### src/rtl/cpu_pkg.sv
// ---------------------------------------------------------------------------
// cpu_pkg
// Shared definitions for the fetch front end of the pipelined CPU.
//   PC_STEP            : byte distance between sequential instructions
//   DEFAULT_RESET_VEC  : default PC loaded at reset
//   DEFAULT_EXC_VEC    : default exception entry address
//   pcg_state_t        : boot/run/halt state of the PC generator
//   pc_src_t           : which source supplies the next fetch PC
// ---------------------------------------------------------------------------
package cpu_pkg;

    localparam int PC_STEP = 4;

    localparam logic [31:0] DEFAULT_RESET_VEC = 32'h0000_3000;
    localparam logic [31:0] DEFAULT_EXC_VEC   = 32'h0000_4180;

    typedef enum logic [1:0] {
        BOOT,
        RUN,
        HALTED
    } pcg_state_t;

    // Listed in priority order, highest first.
    typedef enum logic [2:0] {
        SRC_EXC,
        SRC_ERET,
        SRC_REDIR,
        SRC_RAS,
        SRC_SEQ
    } pc_src_t;

endpackage

### src/rtl/ras_stack.sv
// ---------------------------------------------------------------------------
// ras_stack
// Return-address stack built as a circular buffer. A push onto a full stack
// overwrites the oldest entry, so the stack always holds the most recent
// RAS_DEPTH return addresses.
//   clk        : clock
//   rst        : asynchronous active-high reset, empties the stack
//   push       : push push_data
//   pop        : discard the top entry (ignored when empty)
//   push_data  : return address to push
//   top        : current top entry (only meaningful when count > 0)
//   count      : number of valid entries, 0..RAS_DEPTH
// ---------------------------------------------------------------------------
module ras_stack #(
    parameter int WIDTH     = 32,
    parameter int RAS_DEPTH = 4
) (
    input  logic                           clk,
    input  logic                           rst,
    input  logic                           push,
    input  logic                           pop,
    input  logic [WIDTH-1:0]               push_data,
    output logic [WIDTH-1:0]               top,
    output logic [$clog2(RAS_DEPTH):0]     count
);

    localparam int PTR_W = $clog2(RAS_DEPTH);
    localparam int CNT_W = PTR_W + 1;

    localparam logic [PTR_W-1:0] PTR_ONE    = PTR_W'(1);
    localparam logic [CNT_W-1:0] CNT_ONE    = CNT_W'(1);
    localparam logic [CNT_W-1:0] FULL_COUNT = CNT_W'(RAS_DEPTH);

    logic [WIDTH-1:0] r_mem [RAS_DEPTH];
    logic [PTR_W-1:0] r_top;
    logic [CNT_W-1:0] r_count;

    logic             w_empty;
    logic             w_full;
    logic             w_replace;
    logic [PTR_W-1:0] w_next_slot;

    assign w_empty     = (r_count == '0);
    assign w_full      = (r_count == FULL_COUNT);
    // Call and return in the same cycle: the popped link is consumed and the
    // new link takes its place, so depth does not change. On an empty stack
    // there is nothing to replace and it behaves as a plain push.
    assign w_replace   = push && pop && !w_empty;
    // The pointer wraps naturally because RAS_DEPTH is a power of two.
    assign w_next_slot = r_top + PTR_ONE;

    always_ff @(posedge clk or posedge rst) begin
        if (rst) begin
            r_top   <= '0;
            r_count <= '0;
            for (int i = 0; i < RAS_DEPTH; i++) begin
                r_mem[i] <= '0;
            end
        end else if (w_replace) begin
            r_mem[r_top] <= push_data;
        end else if (push) begin
            r_top              <= w_next_slot;
            r_mem[w_next_slot] <= push_data;
            if (!w_full) begin
                r_count <= r_count + CNT_ONE;
            end
        end else if (pop && !w_empty) begin
            r_top   <= r_top - PTR_ONE;
            r_count <= r_count - CNT_ONE;
        end
    end

    assign top   = r_mem[r_top];
    assign count = r_count;

endmodule

### src/rtl/pc_gen.sv
// ---------------------------------------------------------------------------
// pc_gen
// Fetch program-counter generator. Each cycle it chooses the next fetch PC
// from exception entry, exception return, a resolved redirect, a RAS return
// prediction or sequential increment, honours hazard stalls, and runs a
// BOOT/RUN/HALTED state machine. WIDTH must be at least 8; RAS_DEPTH must be
// a power of two and at least 2.
//   clk, rst     : clock, asynchronous active-high reset
//   PC_IFWrite   : 1 advances the PC, 0 stalls it
//   exc, exc_pc  : exception request and faulting PC
//   eret         : return from exception to epc
//   redirect     : resolved taken branch/jump to redirect_pc
//   call_hint    : call decoded in ID at call_pc (pushes call_pc+4)
//   ret_hint     : return decoded in ID (pops the RAS)
//   halt, wake   : enter / leave HALTED
//   pc           : current fetch PC
//   pc_valid     : pc is a real fetch
//   epc          : saved exception PC
//   pred_ret     : next PC comes from the RAS (combinational)
//   ras_count    : valid RAS entries
// ---------------------------------------------------------------------------
module pc_gen
    import cpu_pkg::*;
#(
    parameter int               WIDTH     = 32,
    parameter logic [WIDTH-1:0] RESET_VEC = WIDTH'(DEFAULT_RESET_VEC),
    parameter logic [WIDTH-1:0] EXC_VEC   = WIDTH'(DEFAULT_EXC_VEC),
    parameter int               RAS_DEPTH = 4
) (
    input  logic                       clk,
    input  logic                       rst,
    input  logic                       PC_IFWrite,
    input  logic                       exc,
    input  logic [WIDTH-1:0]           exc_pc,
    input  logic                       eret,
    input  logic                       redirect,
    input  logic [WIDTH-1:0]           redirect_pc,
    input  logic                       call_hint,
    input  logic [WIDTH-1:0]           call_pc,
    input  logic                       ret_hint,
    input  logic                       halt,
    input  logic                       wake,
    output logic [WIDTH-1:0]           pc,
    output logic                       pc_valid,
    output logic [WIDTH-1:0]           epc,
    output logic                       pred_ret,
    output logic [$clog2(RAS_DEPTH):0] ras_count
);

    localparam logic [WIDTH-1:0] STEP = WIDTH'(PC_STEP);

    pcg_state_t       r_state;
    logic [WIDTH-1:0] r_pc;
    logic [WIDTH-1:0] r_epc;
    logic             r_pc_valid;

    pcg_state_t                 w_next_state;
    pc_src_t                    w_src;
    logic                       w_pc_we;
    logic                       w_epc_we;
    logic                       w_push;
    logic                       w_pop;
    logic [WIDTH-1:0]           w_target;
    logic [WIDTH-1:0]           w_next_pc;
    logic [WIDTH-1:0]           w_link;
    logic [WIDTH-1:0]           w_ras_top;
    logic [$clog2(RAS_DEPTH):0] w_ras_count;
    logic                       w_ras_hit;

    assign w_ras_hit = ret_hint && (w_ras_count != '0);
    assign w_link    = (call_pc + STEP) & ~WIDTH'(3);

    // Control decode. Flush sources (exc, eret, redirect) win over a stall and
    // over halt; RAS traffic only happens on a normal, unstalled fetch so a
    // flushed or stalled call/return never disturbs the stack.
    always_comb begin
        w_next_state = r_state;
        w_src        = SRC_SEQ;
        w_pc_we      = 1'b0;
        w_epc_we     = 1'b0;
        w_push       = 1'b0;
        w_pop        = 1'b0;
        case (r_state)
            BOOT: begin
                w_next_state = RUN;
            end
            RUN: begin
                if (exc) begin
                    w_src    = SRC_EXC;
                    w_pc_we  = 1'b1;
                    w_epc_we = 1'b1;
                end else if (eret) begin
                    w_src   = SRC_ERET;
                    w_pc_we = 1'b1;
                end else if (redirect) begin
                    w_src   = SRC_REDIR;
                    w_pc_we = 1'b1;
                end else if (halt) begin
                    w_next_state = HALTED;
                end else if (PC_IFWrite) begin
                    w_pc_we = 1'b1;
                    w_push  = call_hint;
                    w_pop   = ret_hint;
                    w_src   = w_ras_hit ? SRC_RAS : SRC_SEQ;
                end
            end
            HALTED: begin
                if (exc) begin
                    w_src        = SRC_EXC;
                    w_pc_we      = 1'b1;
                    w_epc_we     = 1'b1;
                    w_next_state = RUN;
                end else if (wake) begin
                    // The halted PC was already fetched, so resume after it.
                    w_src        = SRC_SEQ;
                    w_pc_we      = 1'b1;
                    w_next_state = RUN;
                end
            end
            default: begin
                w_next_state = BOOT;
            end
        endcase
    end

    // Next-PC mux; every target is forced to word alignment.
    always_comb begin
        w_target = r_pc + STEP;
        case (w_src)
            SRC_EXC:   w_target = EXC_VEC;
            SRC_ERET:  w_target = r_epc;
            SRC_REDIR: w_target = redirect_pc;
            SRC_RAS:   w_target = w_ras_top;
            default:   w_target = r_pc + STEP;
        endcase
        w_next_pc = {w_target[WIDTH-1:2], 2'b00};
    end

    // PC, EPC and state registers.
    always_ff @(posedge clk or posedge rst) begin
        if (rst) begin
            r_state    <= BOOT;
            r_pc       <= RESET_VEC;
            r_epc      <= '0;
            r_pc_valid <= 1'b0;
        end else begin
            r_state    <= w_next_state;
            r_pc_valid <= (w_next_state == RUN);
            if (w_pc_we) begin
                r_pc <= w_next_pc;
            end
            if (w_epc_we) begin
                r_epc <= exc_pc;
            end
        end
    end

    ras_stack #(
        .WIDTH     (WIDTH),
        .RAS_DEPTH (RAS_DEPTH)
    ) u_ras (
        .clk       (clk),
        .rst       (rst),
        .push      (w_push),
        .pop       (w_pop),
        .push_data (w_link),
        .top       (w_ras_top),
        .count     (w_ras_count)
    );

    assign pc        = r_pc;
    assign pc_valid  = r_pc_valid;
    assign epc       = r_epc;
    assign pred_ret  = w_pc_we && (w_src == SRC_RAS);
    assign ras_count = w_ras_count;

endmodule

### config.mk
export PLATFORM = sky130hd
export DESIGN_NAME = pc_gen
export DESIGN_NICKNAME = d
export VERILOG_FILES = /design/src/rtl/cpu_pkg.sv /design/src/rtl/ras_stack.sv /design/src/rtl/pc_gen.sv
export SDC_FILE = /design/constraint.sdc
export NUM_CORES = 1
export LEC_CHECK = 0
export BUFFER_PORTS_ARGS = -buffer_cell sky130_fd_sc_hd__buf_2
export CAP_MARGIN = 5
export CORE_UTILIZATION = 45
export CTS_BUF_LIST = sky130_fd_sc_hd__clkbuf_16
export CTS_CLUSTER_SIZE = 25
export DETAILED_ROUTE_END_ITERATION = 6
export PLACE_DENSITY = 0.77
export SKIP_CTS_REPAIR_TIMING = 1
export SLEW_MARGIN = 40
export SYNTH_ARGS = -nofsm -noshare
export SYNTH_HDL_FRONTEND = slang
export SYNTH_SLANG_ARGS = --single-unit
export TNS_END_PERCENT = 1
### constraint.sdc
create_clock -name clk -period 6.95 [get_ports clk]
set_clock_uncertainty 0.2 [all_clocks]
set_input_delay 0.3475 -clock clk [delete_from_list [all_inputs] [get_ports clk]]
set_output_delay 0.3475 -clock clk [all_outputs]
set_load 0.01 [all_outputs]
After elaboration in Yosys (flattened, before gate mapping):

Index checks and enable logic that the tools add are counted.

* output and inout port bits: 69
* memory bits (read-only): 0
* word-level logic and storage cells: 102
* bits in writable memories: 0
* memories kept: 0
* latch bits: 0
* register bits: 198
* input bits: 106

* div/mod/pow operators: 0
* equal/unequal tests: 8
* $add $sub $neg: 6
* magnitude comparators: 4
* reductions and logical operators: 17
* mux-type cells: 54
* multipliers: 0
* shift-type cells: 0
* bitwise gates (word level): 3

Operator list (count)
* 128-bit bitwise mux: 2
* 128-bit two-way mux: 2
* 32-bit demux with 2-bit select: 2
* 32-bit two-way mux: 4
* 32-bit one-hot mux with 4 select lines: 1
* 32-bit by 3-bit adder with 32-bit output, second input constant: 2
* 32-bit binary-select mux with 2-bit select: 1
* 3-bit two-way mux: 10
* 1-bit two-way mux: 21
* 2-bit two-way mux: 8
* 1-bit logical AND: 7
* 3-bit by 2-bit == test with 1-bit output, second input constant: 2
* 3-bit >= comparator, second input constant: 2
* 3-bit logical NOT: 2
* 3-bit by 1-bit less-than comparator with 1-bit output, second input constant: 2
* 2-bit NOT with 3-bit output: 2
* 2-bit one-hot mux with 3 select lines: 1
* 3-bit one-hot mux with 2 select lines: 1
* 2-bit by 1-bit == test with 1-bit output, second input constant: 2
* 2-bit nonzero test: 2
* 3-bit by 1-bit adder with 3-bit output, second input constant: 1
* 3-bit by 1-bit == test with 1-bit output, second input constant: 1
* 3-bit == test, second input constant: 1
* 3-bit AND reduction: 1
* 12 further kinds: 12

Depth between registers and ports, before layout:

Gate-level depths: netlist (run 1).

* depth after elaboration: 11
* gate-level depth with buffers: 11
* mapped depth without buffers: 8

Modules after synthesis:

A second synthesis (run 1) with hierarchy kept.

* cell total of the unflattened synthesis: 1064
* area total of the unflattened synthesis: 10797.9 um2

Modules (own cells, without submodules)
* ras_stack: times used 1, area each 6309.8 um2, cells an instance 586
* pc_gen: times used 1, area each 4488.1 um2, cells an instance 478

Worst setup path before layout (run 1):

Ideal clock, no wire load.

* path kind: register to register
* start point: register r_state[0]
* end point: register r_pc[15] (netlist: pc[15])
* arrival time: 2.015 ns
* library setup time: 0.138 ns
* path slack: 4.597 ns
* cell stages (with the launch flop): 11
* required time: 6.612 ns
* path buffers: 2
* cells stage by stage: dfrtp_1 inv_1 ha_1 nand2_1 nor3_1 and2_4 buf_6 buf_6 mux2_4 a22oi_1 o211ai_1

* cells in the longest elaborated chain, start to end: 4
* elaborated cells on any way between the ends: 9

RTL lines
* from (decl): line pc_gen.sv:52 `pcg_state_t r_state;`
* from (signal assigned): line pc_gen.sv:147 `r_state <= w_next_state;`
* 2-bit == test or 2-bit by 1-bit == test with 1-bit output (tied branches): line pc_gen.sv:83 `case (r_state)`
* 3-bit one-hot mux with 2 select lines: line pc_gen.sv:83
* 3-bit by 2-bit == test with 1-bit output (tied with other cells): line pc_gen.sv:129 `case (w_src)`
* 32-bit one-hot mux with 4 select lines: line pc_gen.sv:129
* to (signal assigned): line pc_gen.sv:150 `r_pc <= w_next_pc;`
* to (decl): line pc_gen.sv:53 `logic [WIDTH-1:0] r_pc;`

Parallel ways exist; a longest one is shown, timed or not.
A chain may end at the register's enable or synchronous reset.

Worst setup path after layout (run 1):

* start point: register r_state[1]
* end point: register u_ras.r_mem[67] in the netlist's numbering

* cells in the longest elaborated chain, start to end: 5
* elaborated cells on any way between the ends: 7

RTL lines
* 2-bit by 1-bit == test with 1-bit output *: line pc_gen.sv:83
* 1-bit two-way mux: line pc_gen.sv:83
* 1-bit logical AND (2 in a row): line ras_stack.sv:48 `assign w_replace = push && pop && !w_empty;`
* 128-bit two-way mux or 2-bit nonzero test (tied branches)
* to (signal, indexed assignment): line ras_stack.sv:60 `r_mem[r_top] <= push_data;`
* to (signal, indexed assignment): line ras_stack.sv:63 `r_mem[w_next_slot] <= push_data;`
* to (decl): line ras_stack.sv:34 `logic [WIDTH-1:0] r_mem [RAS_DEPTH];`

Mark *: on every way between the ends. The rest lies on a longest branch, timed or not.

==> results.txt, run 1 <==
----------------------------------------------------
[Setup path]
  Worst reg2reg endpoint ... u_ras.r_mem[67]
  Family with the most delay on the worst path ... simple AND/OR/NAND/NOR gates
  CP max-delay cell ... sky130_fd_sc_hd__buf_4
  Buffers & Inverters on Critical Path ... 2
  Required arrival time at the worst endpoint ... 7070 ps
  R2r setup slk ... approximately 3600 ps
  Cell Chain, Critical Path ... inv_1 > ha_1 > and3_1 > nand2_1 > nor2_4 > buf_4 > mux2_2
  Critical path arrival ... approximately 3400 ps
  Type of origin of the critical path ... flip-flop
  Largest fanout on the critical path ... 45
  Crit-path max cell delay ... about 500 ps
  Cell count along the critical path ... 7
  Critical path class ... flip-flop to flip-flop
  Category of the worst setup path capture point ... flip-flop
  Number of cells on the worst reg-to-reg path ... 7
  Worst R2R Start ... r_state[1]

[Drt]
  Routed wl met2 ... ~13 mm
  DR DRC count ... 0
  Starting DRT DRC Count ... 702
  Final ANT Viol Nets ... 0
  Post-Route WL ... roughly 27 mm
  Met3 wirelength from detailed routing ... 2.38 mm
  Avg Vias per Cell ... 5.86
  First-pass detailed-route iteration total ... 5
  Highest routing layer actually used ... met5
  Avg WL per Cell ... approximately 19 um
  Vias after detailed routing ... around 8200
  Detailed-route wire length on metal 1 ... around 11 mm

[Synthesis]
  Largest family of logic cells by synthesized area ... multiplexers
  Synth Area per Inst ... ~10 um^2
  Number of library cell types mapped by synthesis ... between 60 and 70
  Number of cells produced by synthesis ... 946
  Fraction of synthesized cell area in xor and xnor cells ... under 10%
  Most frequent cells after synthesis ... sky130_fd_sc_hd__dfrtp_1 (188), sky130_fd_sc_hd__a21oi_1 (147), sky130_fd_sc_hd__nor2_1 (140), sky130_fd_sc_hd__nand2_1 (57), sky130_fd_sc_hd__mux2_2 (54)
  Combined area of all synthesized cells ... just under 0.01 mm^2
  Adder-Cell Fraction of Synth Area ... 1.47%
  Top cell type by total area after synthesis ... sky130_fd_sc_hd__dfrtp_1
  Count of flip-flops with a built-in enable after synthesis ... 0
  Share of synthesized registers carrying an async set or reset ... 100%
  Share of the synthesized area in compound gates (AO/OA/AOI/OAI) ... between 10% and 20%
  Synth Area in Simple Gates ... between 10% and 20%
  Share of the synthesized area in the top cell type ... between 40% and 50%
  Proportion of synthesized chip area in sequential cells ... around 48%
  Multiplexer area fraction after synthesis ... between 10% and 20%
  Synth Register Bits ... 190
  Predominant post-synthesis flop cell ... sky130_fd_sc_hd__dfrtp_1
  Most frequent cell after synthesis ... sky130_fd_sc_hd__dfrtp_1
  Top area cells in the synthesized netlist ... sky130_fd_sc_hd__dfrtp_1 (48%), sky130_fd_sc_hd__a21oi_1 (7.4%), sky130_fd_sc_hd__mux4_2 (6.8%)
  Number of synthesis warnings ... 0

[Global route]
  Total congestion overflow after global routing ... 0
  Wire length of the first global-routing pass ... 41.3 mm
  Maximum number of pins on one net before global-route repair ... roughly 120
  Vias in the first global route ... roughly 7700
  Overall Global Routing Usage ... 24.0%
  Initial antenna violation count ... 3

[STA]
  Setup repair after global routing missed its margin ... no
  Summed negative setup slack over all endpoints ... 0 ps
  Relative slew slack ... a little under half
  Post-layout min period ... around 3300 ps
  Final hold vios ... 1
  Post-Route Hold Slack ... -9.41 ps
  Pins over their slew limit ... 0
  Transition time of the tightest slew-check pin ... slightly below 800 ps
  Final critical-path share of the clock period ... around 48%
  Final setup viols ... 0
  Max Clk Rate ... around 300 MHz

[Floorplanning]
  Die height ... around 150 um
  Die Width ... between 150 and 200 um
  Floorplan die area ... 0.0226 mm^2
  Core Region ... ~0.021 mm^2
  Initial Utilization ... 46.4%
  Number of placed I/O pins ... between 150 and 200
  Number of placement rows ... 53

[Clock network]
  Number of buffers created by CTS ... 17
  Buffer type at the clock tree root ... sky130_fd_sc_hd__clkbuf_16
  Bufs on Longest Clock Path ... 2
  H-tree depth ... 4
  Clk Latency, worst-skew pair ... around 440 ps
  Clock tree from TritonCTS ... built
  Clock net sink count ... 190
  CTS clk-pin slew, worst paths ... 70 ps

[Outcome]
  Status ... finished, violations left
  Failing checks ... hold timing

[Place]
  Global placer's final weighted congestion ... about 0.94
  Number of buffers inserted by port buffering ... roughly 170
  Final HPWL DP ... roughly 18 mm
  Placement-stage cell area ... 0.0108 mm^2

[Worst hold path]
  Type of the tightest min-delay check ... input pin to flip-flop
  Hold path start ... redirect_pc[5]
  Count of cells along the worst hold path ... 3
  End point of the most critical hold path ... pc[5]

[Flow run]
  Max_cap viols ... 0

[Cells and area]
  Layout net count ... about 1200
  Area growth from synthesis to layout ... 19.6%
  Non-Filler Cell Area, Final ... approximately 0.012 mm^2
  Layout filler cell count ... between 1500 and 2000
  Layout Utilization ... around 55%
  Fraction of layout instances using a drive strength above 1 ... around 29%

[Power and ir drop]
  Power density over cell area ... between 300 and 400 mW/mm^2
  P_leak ... 5.21 nW
  IR Drop Worst-Case VDD ... 0.000201 V

----------------------------------------------------
-- stage by stage --
step           power [mW]  std cells  setup WS [ps]
4_1_cts              4.52       1373           3740
3_5_place_dp         3.48       1341           3770
3_3_place_gp         3.42       1341           3840
6_report             4.56       1408           3640
5_1_grt              4.81       1406           3450
2_1_floorplan        2.90        947           1240
-- kinds of logic after synthesis --
family                     count (synthesis)
xor gates and xnor gates                  33
adders and majority gates                 11
buffers and inverters                     75
DFF                                      190
other                                      1
and+or+nand+nor                          299
AOI/OAI and AO/OA                        241
muxes                                     96
-- state kept, by name, summed over array words and instances, names as in the netlist --
name	cells
u_ras.r_top	2
epc	32
r_state	2
pc	30
u_ras.count	3
u_ras.r_mem	120
pc_valid	1
-- power by group --
part | total [mW] | switching [mW] | internal (mW) | leakage [nW]
Clock | 1.04 | 0.459 | 0.579 | 0.297
Sequential | 1.80 | 0.346 | 1.46 | 2.46
Combinational | 1.72 | 0.920 | 0.799 | 2.45
-- worst max-delay path by stage --
stage / to / start
floorplan: epc[0] / rst
global placement: u_ras.r_mem[67] / r_state[1]
detailed placement: u_ras.r_mem[67] / r_state[1]
CTS: u_ras.r_mem[67] / r_state[1]
global route: u_ras.r_mem[67] / r_state[1]
finish: u_ras.r_mem[67] / r_state[1]
-- placed cells by master, fill, tap and decap left out, types with 14 or more instances in the layout --
master | netlist | final
sky130_fd_sc_hd__a21oi_1 | 147 | 147
sky130_fd_sc_hd__a221oi_1 | 18 | 18
sky130_fd_sc_hd__buf_2 | 21 | 168
sky130_fd_sc_hd__clkbuf_16 | 0 | 17
sky130_fd_sc_hd__dfrtp_1 | 188 | 186
sky130_fd_sc_hd__dlygate4sd3_1 | 0 | 33
sky130_fd_sc_hd__inv_1 | 15 | 14
sky130_fd_sc_hd__mux2_2 | 54 | 54
sky130_fd_sc_hd__mux4_2 | 30 | 30
sky130_fd_sc_hd__nand2_1 | 57 | 57
sky130_fd_sc_hd__nand3_1 | 22 | 22
sky130_fd_sc_hd__nor2_1 | 140 | 139
sky130_fd_sc_hd__nor3_1 | 22 | 22
sky130_fd_sc_hd__o21ai_0 | 19 | 19
sky130_fd_sc_hd__xor2_1 | 21 | 21
-- final cells by class --
class | instances | area [um^2] | share of cell area [%]
Sequential cell | 190 | 4760 | 40.3
Tap cell | 275 | 344 | 2.91
Clock buffer | 17 | 425 | 3.60
Inverter | 15 | 68.8 | 0.583
Clock inverter | 15 | 199 | 1.68
Antenna cell | 2 | 5.00 | 0.0424
Timing Repair Buffer | 212 | 1260 | 10.6
Multi-Input combinational cell | 682 | 4750 | 40.2
-- worst reg2reg max path, stage by stage, from the launching register on --
cell and delay, ps:
sky130_fd_sc_hd__dfrtp_1 410, sky130_fd_sc_hd__inv_1 120, sky130_fd_sc_hd__ha_1 360, sky130_fd_sc_hd__and3_1 290, sky130_fd_sc_hd__nand2_1 420, sky130_fd_sc_hd__nor2_4 480, sky130_fd_sc_hd__buf_4 500, sky130_fd_sc_hd__mux2_2 420
-- metal layers --
layer | GRT usage, % | vias to the layer above
li1 | - | 3756
met1 | 31.5 | 4060
met2 | 38.8 | 379
met3 | 6.06 | 52
met4 | 8.13 | 2
met5 | 0 | -
Note: power is estimated with default switching activity, not from simulation.
==> run 2, diff against run 1 <==
--- a/config.mk
+++ b/config.mk
@@ -11,7 +11,7 @@
 export CTS_BUF_LIST = sky130_fd_sc_hd__clkbuf_16
 export CTS_CLUSTER_SIZE = 25
 export DETAILED_ROUTE_END_ITERATION = 6
-export PLACE_DENSITY = 0.77
+export PLACE_DENSITY = 0.8
 export SKIP_CTS_REPAIR_TIMING = 1
 export SLEW_MARGIN = 40
 export SYNTH_ARGS = -nofsm -noshare
==> constraint.sdc (replaced) <==
create_clock -name clk -period 2.9 [get_ports clk]
set_clock_uncertainty 0.2 [all_clocks]
set_input_delay 0.145 -clock clk [delete_from_list [all_inputs] [get_ports clk]]
set_output_delay 0.145 -clock clk [all_outputs]
set_load 0.01 [all_outputs]
==> run 2 against run 1 <==
The run still ends with hold timing left. Cell count grew 5.0%. Clock-buffer cell count is the same. Largest power group is now combinational cells. Combinational power grew to 2.5 times the previous value. Die area is the same. Register-to-register slack lost 3500 ps. Global-route usage grew 0.89 points.
==> results.txt, run 2 (synthesis gave the netlist of run 1 again) <==
----------------------------------------------------
[Cells and area]
  Layout filler cell count ... 1683 (was 1743)
  Layout net count ... 1305 (was 1235)
  Fraction of layout instances using a drive strength above 1 ... 28.6% (was 29.1%)
  Final std cells w/o fill ... 1478 (was 1408)
  Leading cell types in the layout, fill and taps excluded ... sky130_fd_sc_hd__dfrtp_1 (187), sky130_fd_sc_hd__buf_2 (168), sky130_fd_sc_hd__a21oi_1 (147) (was sky130_fd_sc_hd__dfrtp_1 (186), sky130_fd_sc_hd__buf_2 (168), sky130_fd_sc_hd__a21oi_1 (147))
  Most common cell after layout, fill and taps aside ... sky130_fd_sc_hd__dfrtp_1 (unchanged)
  Max FFs per register ... 120 (unchanged)
  Reg with most FFs ... u_ras.r_mem (unchanged)
  Area growth from synthesis to layout ... 26.7% (was 19.6%)

[Drt]
  Avg WL per Cell ... 19.1 um (was 19.3 um)
  Post-Route WL ... 28.3 mm (was 27.2 mm)
  First-pass detailed-route iteration total ... 5 (unchanged)
  DR DRC count ... 0 (unchanged)
  Avg Vias per Cell ... 5.78 (was 5.86)
  Final ANT Viol Nets ... 0 (unchanged)
  Vias after detailed routing ... 8550 (was 8249)
  Starting DRT DRC Count ... 707 (was 702)

[Place]
  Final HPWL DP ... 19.9 mm (was 18.2 mm)
  Global placer's final weighted congestion ... 0.939 (was 0.945)
  Number of cells after detailed placement ... 1362 (was 1341)
  Number of buffers inserted by port buffering ... 168 (unchanged)

[Outcome]
  Failing checks ... hold timing (unchanged)
  Status ... finished, violations left (unchanged)

[STA]
  Final critical-path share of the clock period ... between 90% and 100%
  Post-Route Hold Slack ... -33.1 ps (was -9.41 ps)
  Transition time of the tightest slew-check pin ... 695 ps (was 787 ps)
  Post-layout min period ... approximately 2800 ps
  Summed negative setup slack over all endpoints ... 0 ps (unchanged)
  Setup repair after global routing missed its margin ... no (unchanged)
  Relative slew slack ... 53.6% (was 47.6%)
  Final setup viols ... 0 (unchanged)
  Max Clk Rate ... ~360 MHz
  Final hold vios ... 13 (was 1)
  Pins over their slew limit ... 0 (unchanged)

[Power and ir drop]
  Power density over cell area ... 875 mW/mm^2 (was 386 mW/mm^2)
  Power dissipated by switching net loads ... 4.12 mW (was 1.73 mW)
  Switching Share ... 37.6% (was 37.8%)
  Clock Power Share ... 20.6% (was 22.8%)
  Comb power frac ... 39.8% (was 37.7%)
  P_leak ... 5.54 nW (was 5.21 nW)
  IR Drop Worst-Case VDD ... 0.000486 V (was 0.000201 V)
  Cell internal power dissipation ... 6.84 mW (was 2.84 mW)
  Sum of internal, switching and leakage power ... 11.0 mW (was 4.56 mW)
  Sequential share of power ... 39.6% (about the same)

[Setup path]
  Critical path arrival ... 2410 ps (was 3430 ps)
  Critical path class ... flip-flop to primary output (was flip-flop to flip-flop)
  Largest fanout on the critical path ... 10 (was 45)
  R2r setup slk ... 160 ps (was 3640 ps)
  Type of origin of the critical path ... flip-flop (unchanged)
  Required arrival time at the worst endpoint ... 2560 ps (was 7070 ps)
  CP max-delay cell ... sky130_fd_sc_hd__dfrtp_1 (was sky130_fd_sc_hd__buf_4)
  Crit-path max cell delay ... 380 ps (was 490 ps)
  Category of the worst setup path capture point ... primary output (was flip-flop)
  Cell Chain, Critical Path ... inv_1 > ha_1 > buf_4 > o21ai_0 > a31oi_1 > buf_4 > nand2_1 > nor2_2 > buf_2 (was inv_1 > ha_1 > and3_1 > nand2_1 > nor2_4 > buf_4 > mux2_2)
  Most numerous cell on the critical path ... sky130_fd_sc_hd__buf_4

[Floorplanning]
  Floorplan die area ... 0.0226 mm^2 (unchanged)
  Die height ... 150 um (unchanged)
  Number of placement rows ... 53 (unchanged)
  Die Width ... 150 um (unchanged)
  Core Region ... 0.0213 mm^2 (unchanged)
  Number of placed I/O pins ... 175 (unchanged)
  Initial Utilization ... 46.4% (unchanged)

[Global route]
  Vias in the first global route ... 7849 (was 7737)
  Initial antenna violation count ... 2 (was 3)
  Overall Global Routing Usage ... 24.9% (was 24.0%)
  Total congestion overflow after global routing ... 0 (unchanged)
  Maximum number of pins on one net before global-route repair ... 71 (was 115)
  Wire length of the first global-routing pass ... 42.6 mm (was 41.3 mm)

[Worst hold path]
  Type of the tightest min-delay check ... input pin to flip-flop (unchanged)

[Clock network]
  H-tree depth ... 4 (unchanged)
  Clock tree from TritonCTS ... built (unchanged)
  Clk Latency, worst-skew pair ... 440 ps (about the same)
  Bufs on Longest Clock Path ... 2 (unchanged)
  Number of buffers created by CTS ... 17 (unchanged)
  CTS clk-pin slew, worst paths ... 70 ps (about the same)
  Clock net sink count ... 190 (unchanged)
  Buffer type at the clock tree root ... sky130_fd_sc_hd__clkbuf_16 (unchanged)

[Flow run]
  Max_cap viols ... 0 (unchanged)

----------------------------------------------------
-- run 2: cell count changes in the layout (fill, tap and decap cells not counted), sizes merged --
| cell | change |
|---|---|
| inv | -5 |
| clkinv | +7 |
| dlygate4sd3 | +49 |
| bufinv | -1 |
| buf | +21 |
| clkinvlp | -1 |
-- run 2: path summary, 6_finish.rpt --
kind,startpoint,end,cells past startpoint
worst max-delay path,r_state[1],pred_ret,9
worst min-delay path,call_hint,u_ras.r_top[1],5
worst max register to register,r_state[0],pc[25],7
worst min register to register,epc[1],epc[1],1
max in group asynchronous,rst,u_ras.r_mem[90],4
min in group asynchronous,rst,pc[29],3
-- run 2: through the flow --
step                worst slack (ps)  cell area [um^2]  utilization, %
detailed placement               206             11100            52.3
CTS                             9.74             11700            54.9
floorplan                        108              9890               -
global placement                 316             11100            52.3
global route                    16.6             12500            58.8
finish                           142             12500            58.8
-- run 2: power by group through the flow --
stage / Combinational (mW) / Clock [mW] / Sequential, mW
final: 4.36 / 2.26 / 4.34
after global routing: 4.71 / 2.39 / 4.43
after CTS: 4.22 / 2.29 / 4.31
after detailed placement: 4.19 / 0 / 4.35
after global placement: 4.05 / 0 / 4.30
after floorplan: 2.67 / 0 / 4.29
-- run 2: cell type report --
cell class / instances / area (um^2) / area share (%)
sequential: 190 / 4760 / 38.0
tap: 275 / 344 / 2.75
clock buffer: 17 / 425 / 3.40
clock inverter: 15 / 131 / 1.05
timing repair buffer: 282 / 2040 / 16.3
antenna: 2 / 5.00 / 0.0400
inverter: 15 / 60.1 / 0.480
multi-input combinational: 682 / 4760 / 38.0
-- run 2: worst max-delay path: cells and delay by family, from the launching register on --
kind                       cells  cell delay, ps
DFF                            1             380
adders and majority gates      1             310
and+or+nand+nor                2             390
AOI/OAI and AO/OA              2             270
buffers and inverters          4             620
-- run 2: layer usage --
metal / wire (um) / vias up / GRT usage (%) / part of all wire [%]
li1: - / 3914 / - / -
met1: 11700 / 4175 / 32.8 / 41
met2: 13700 / 413 / 40.3 / 48
met3: 2250 / 48 / 6.09 / 8.0
met4: 622 / 0 / 8.13 / 2.2
met5: 0 / - / 0 / 0
==> run 3, diff against run 2 <==
==> config.mk (replaced) <==
export PLATFORM = sky130hd
export DESIGN_NAME = pc_gen
export DESIGN_NICKNAME = d
export VERILOG_FILES = /design/src/rtl/cpu_pkg.sv /design/src/rtl/ras_stack.sv /design/src/rtl/pc_gen.sv
export SDC_FILE = /design/constraint.sdc
export NUM_CORES = 1
export LEC_CHECK = 0
export CAP_MARGIN = 5
export CORE_UTILIZATION = 45
export CTS_BUF_LIST = sky130_fd_sc_hd__clkbuf_8
export CTS_CLUSTER_SIZE = 25
export DETAILED_ROUTE_END_ITERATION = 6
export DONT_BUFFER_PORTS = 1
export PLACE_DENSITY = 0.73
export SKIP_CTS_REPAIR_TIMING = 1
export SYNTH_ARGS = -nofsm -noshare
export SYNTH_HDL_FRONTEND = slang
export SYNTH_SLANG_ARGS = --single-unit
export TNS_END_PERCENT = 1
==> run 3 against run 2 <==
The flow still finishes with violations (hold timing). Sequential power up 5.8%. Worst hold slack improved by 26 ps. Fmax is 1.7% higher. Clock-buffer cell count up 1. Via count fell by 7.5%. First-iteration DRC count grew 3.1%. Power decreased by 9.6%.
==> results.txt, run 3 (synthesis gave the netlist of run 1 again) <==
----------------------------------------------------
[Clock network]
  Buffer type at the clock tree root ... sky130_fd_sc_hd__clkbuf_8 (was sky130_fd_sc_hd__clkbuf_16)
  Clock net sink count ... 190 (unchanged)
  Number of buffers created by CTS ... 17 (unchanged)
  Clock tree from TritonCTS ... built (unchanged)
  Bufs on Longest Clock Path ... 2 (unchanged)
  CTS clk-pin slew, worst paths ... 100 ps (was 70 ps)
  H-tree depth ... 4 (unchanged)
  Clk Latency, worst-skew pair ... 480 ps (was 440 ps)

[Setup path]
  Critical path class ... flip-flop to primary output (unchanged)
  Buffers & Inverters on Critical Path ... 4 (unchanged)
  Crit-path max cell delay ... 380 ps (about the same)
  Critical path arrival ... 2370 ps (was 2410 ps)
  Category of the worst setup path capture point ... primary output (unchanged)
  Type of origin of the critical path ... flip-flop (unchanged)
  CP max-delay cell ... sky130_fd_sc_hd__dfrtp_1 (unchanged)
  Cell Chain, Critical Path ... inv_1 > ha_1 > buf_4 > o21ai_0 > a31oi_2 > buf_12 > nand2_2 > nor2_4 > buf_4 (was inv_1 > ha_1 > buf_4 > o21ai_0 > a31oi_1 > buf_4 > nand2_1 > nor2_2 > buf_2)
  Family with the most delay on the worst path ... buffers and inverters (unchanged)
  Most numerous cell on the critical path ... sky130_fd_sc_hd__buf_4 (unchanged)
  Required arrival time at the worst endpoint ... 2560 ps (about the same)
  Largest fanout on the critical path ... 14 (was 10)

[Power and ir drop]
  Clock Power Share ... 16.8% (was 20.6%)
  Power dissipated by switching net loads ... 3.94 mW (was 4.12 mW)
  Comb power frac ... 36.9% (was 39.8%)
  Cell internal power dissipation ... 5.97 mW (was 6.84 mW)
  P_leak ... 4.90 nW (was 5.54 nW)
  Sequential share of power ... 46.3% (was 39.6%)
  Switching Share ... 39.7% (was 37.6%)
  Power density over cell area ... 841 mW/mm^2 (was 875 mW/mm^2)
  IR Drop Worst-Case VDD ... 0.000521 V (was 0.000486 V)

[Floorplanning]
  Die Width ... 150 um (unchanged)
  Floorplan die area ... 0.0226 mm^2 (unchanged)
  Number of placement rows ... 53 (unchanged)
  Initial Utilization ... 46.4% (unchanged)
  Number of placed I/O pins ... 175 (unchanged)
  Core Region ... 0.0213 mm^2 (unchanged)
  Die height ... 150 um (unchanged)

[Global route]
  Vias in the first global route ... 7121 (was 7849)
  Maximum number of pins on one net before global-route repair ... 126 (was 71)
  Met1 usage in global routing ... 30.5% (was 32.8%)
  Overall Global Routing Usage ... 23.4% (was 24.9%)
  Wire length of the first global-routing pass ... 39.8 mm (was 42.6 mm)
  Initial antenna violation count ... 1 (was 2)
  Most used routing layer ... met2 (unchanged)
  Met3 track demand over resource ... 8.73% (was 6.09%)
  Total congestion overflow after global routing ... 0 (unchanged)
  Global routing usage on met2 ... 36.0% (was 40.3%)

[Cells and area]
  Area growth from synthesis to layout ... 19.3% (was 26.7%)
  Reg with most FFs ... u_ras.r_mem (unchanged)
  Fraction of layout instances using a drive strength above 1 ... 17.6% (was 28.6%)
  Most common cell after layout, fill and taps aside ... sky130_fd_sc_hd__dfrtp_1 (unchanged)
  Max FFs per register ... 120 (unchanged)
  Leading cell types in the layout, fill and taps excluded ... sky130_fd_sc_hd__dfrtp_1 (187), sky130_fd_sc_hd__a21oi_1 (147), sky130_fd_sc_hd__nor2_1 (138) (was sky130_fd_sc_hd__dfrtp_1 (187), sky130_fd_sc_hd__buf_2 (168), sky130_fd_sc_hd__a21oi_1 (147))
  Number of diodes ... 0 (was 2)
  Layout net count ... 1167 (was 1305)

[STA]
  Pins over their slew limit ... 0 (unchanged)
  Setup repair after global routing missed its margin ... no (unchanged)
  Final hold vios ... 1 (was 13)
  Final setup viols ... 0 (unchanged)
  Post-layout min period ... 2710 ps (was 2760 ps)
  Max Clk Rate ... 369 MHz (was 363 MHz)
  Transition time of the tightest slew-check pin ... 655 ps (was 695 ps)
  Final critical-path share of the clock period ... 93.5% (was 95.1%)
  Relative slew slack ... 56.4% (was 53.6%)
  Summed negative setup slack over all endpoints ... 0 ps (unchanged)
  Post-Route Hold Slack ... -7.15 ps (was -33.1 ps)

[Outcome]
  Status ... finished, violations left (unchanged)
  Failing checks ... hold timing (unchanged)

[Drt]
  Final ANT Viol Nets ... 0 (unchanged)
  First-pass detailed-route iteration total ... 5 (unchanged)
  DR DRC count ... 0 (unchanged)
  Starting DRT DRC Count ... 729 (was 707)
  Avg Vias per Cell ... 5.92 (was 5.78)
  Avg WL per Cell ... 20.5 um (was 19.1 um)
  Post-Route WL ... 27.4 mm (was 28.3 mm)
  Vias after detailed routing ... 7910 (was 8550)

[Place]
  Final HPWL DP ... 18.6 mm (was 19.9 mm)
  Global placer's final weighted congestion ... 0.908 (was 0.939)
  Number of buffers inserted by port buffering ... 0 (was 168)

[Flow run]
  Max_cap viols ... 0 (unchanged)

[Worst hold path]
  Type of the tightest min-delay check ... input pin to flip-flop (unchanged)

----------------------------------------------------
## run 3: layout make-up
| class | instances | area (um^2) |
|---|---|---|
| Fill cell | 1776 | 9500 |
| Inverter | 15 | 60.1 |
| Clock inverter | 12 | 114 |
| Tap cell | 275 | 344 |
| Multi-Input combinational cell | 682 | 4780 |
| Clock buffer | 18 | 248 |
| Timing Repair Buffer | 144 | 1480 |
| Sequential cell | 190 | 4760 |
## run 3: tightest hold or removal path: stages
cell and delay, ps:
sky130_fd_sc_hd__nand4_1 160, sky130_fd_sc_hd__xor2_1 180, sky130_fd_sc_hd__a21oi_1 130
## run 3: worst paths after layout
kind / slack [ps] / endpoint / start / depth (start not counted)
setup reg to reg: 210 / pc[28] / r_state[0] / 7
max in group asynchronous: 1700 / pc[30] / rst / 3
hold / removal: -7 / u_ras.r_mem[77] / call_pc[12] / 3
setup / recovery: 190 / pred_ret / r_state[1] / 9
hold reg to reg: 320 / u_ras.r_mem[3] / u_ras.r_mem[3] / 1
min in group asynchronous: 120 / epc[30] / rst / 3
## run 3: routing by layer
metal / wire length (um) / up-vias
met4: 537 / 0
met2: 12900 / 407
met3: 2750 / 50
met5: 0 / -
met1: 11100 / 3816
li1: - / 3637
## run 3: through the flow
| step | cell area (um^2) | total power, mW | std cells | util (%) | worst slack [ps] |
|---|---|---|---|---|---|
| finish | 11800 | 9.91 | 1336 | 55.4 | 188 |
| global route | 11800 | 10.5 | 1336 | 55.4 | 1.86 |
| CTS | 10600 | 9.68 | 1223 | 50.0 | -125 |
| detailed placement | 10300 | 8.02 | 1193 | 48.3 | 234 |
| global placement | 10300 | 7.90 | 1193 | 48.3 | 266 |
| floorplan | 9890 | 6.95 | 947 | - | 108 |
## run 3: power by group through the flow
| stage | Combinational [mW] | Clock (mW) | Sequential [mW] |
|---|---|---|---|
| 5_1_grt | 4.02 | 1.79 | 4.70 |
| 2_1_floorplan | 2.67 | 0 | 4.29 |
| 6_report | 3.65 | 1.67 | 4.59 |
| 4_1_cts | 3.42 | 1.69 | 4.57 |
| 3_3_place_gp | 3.32 | 0 | 4.58 |
| 3_5_place_dp | 3.40 | 0 | 4.63 |
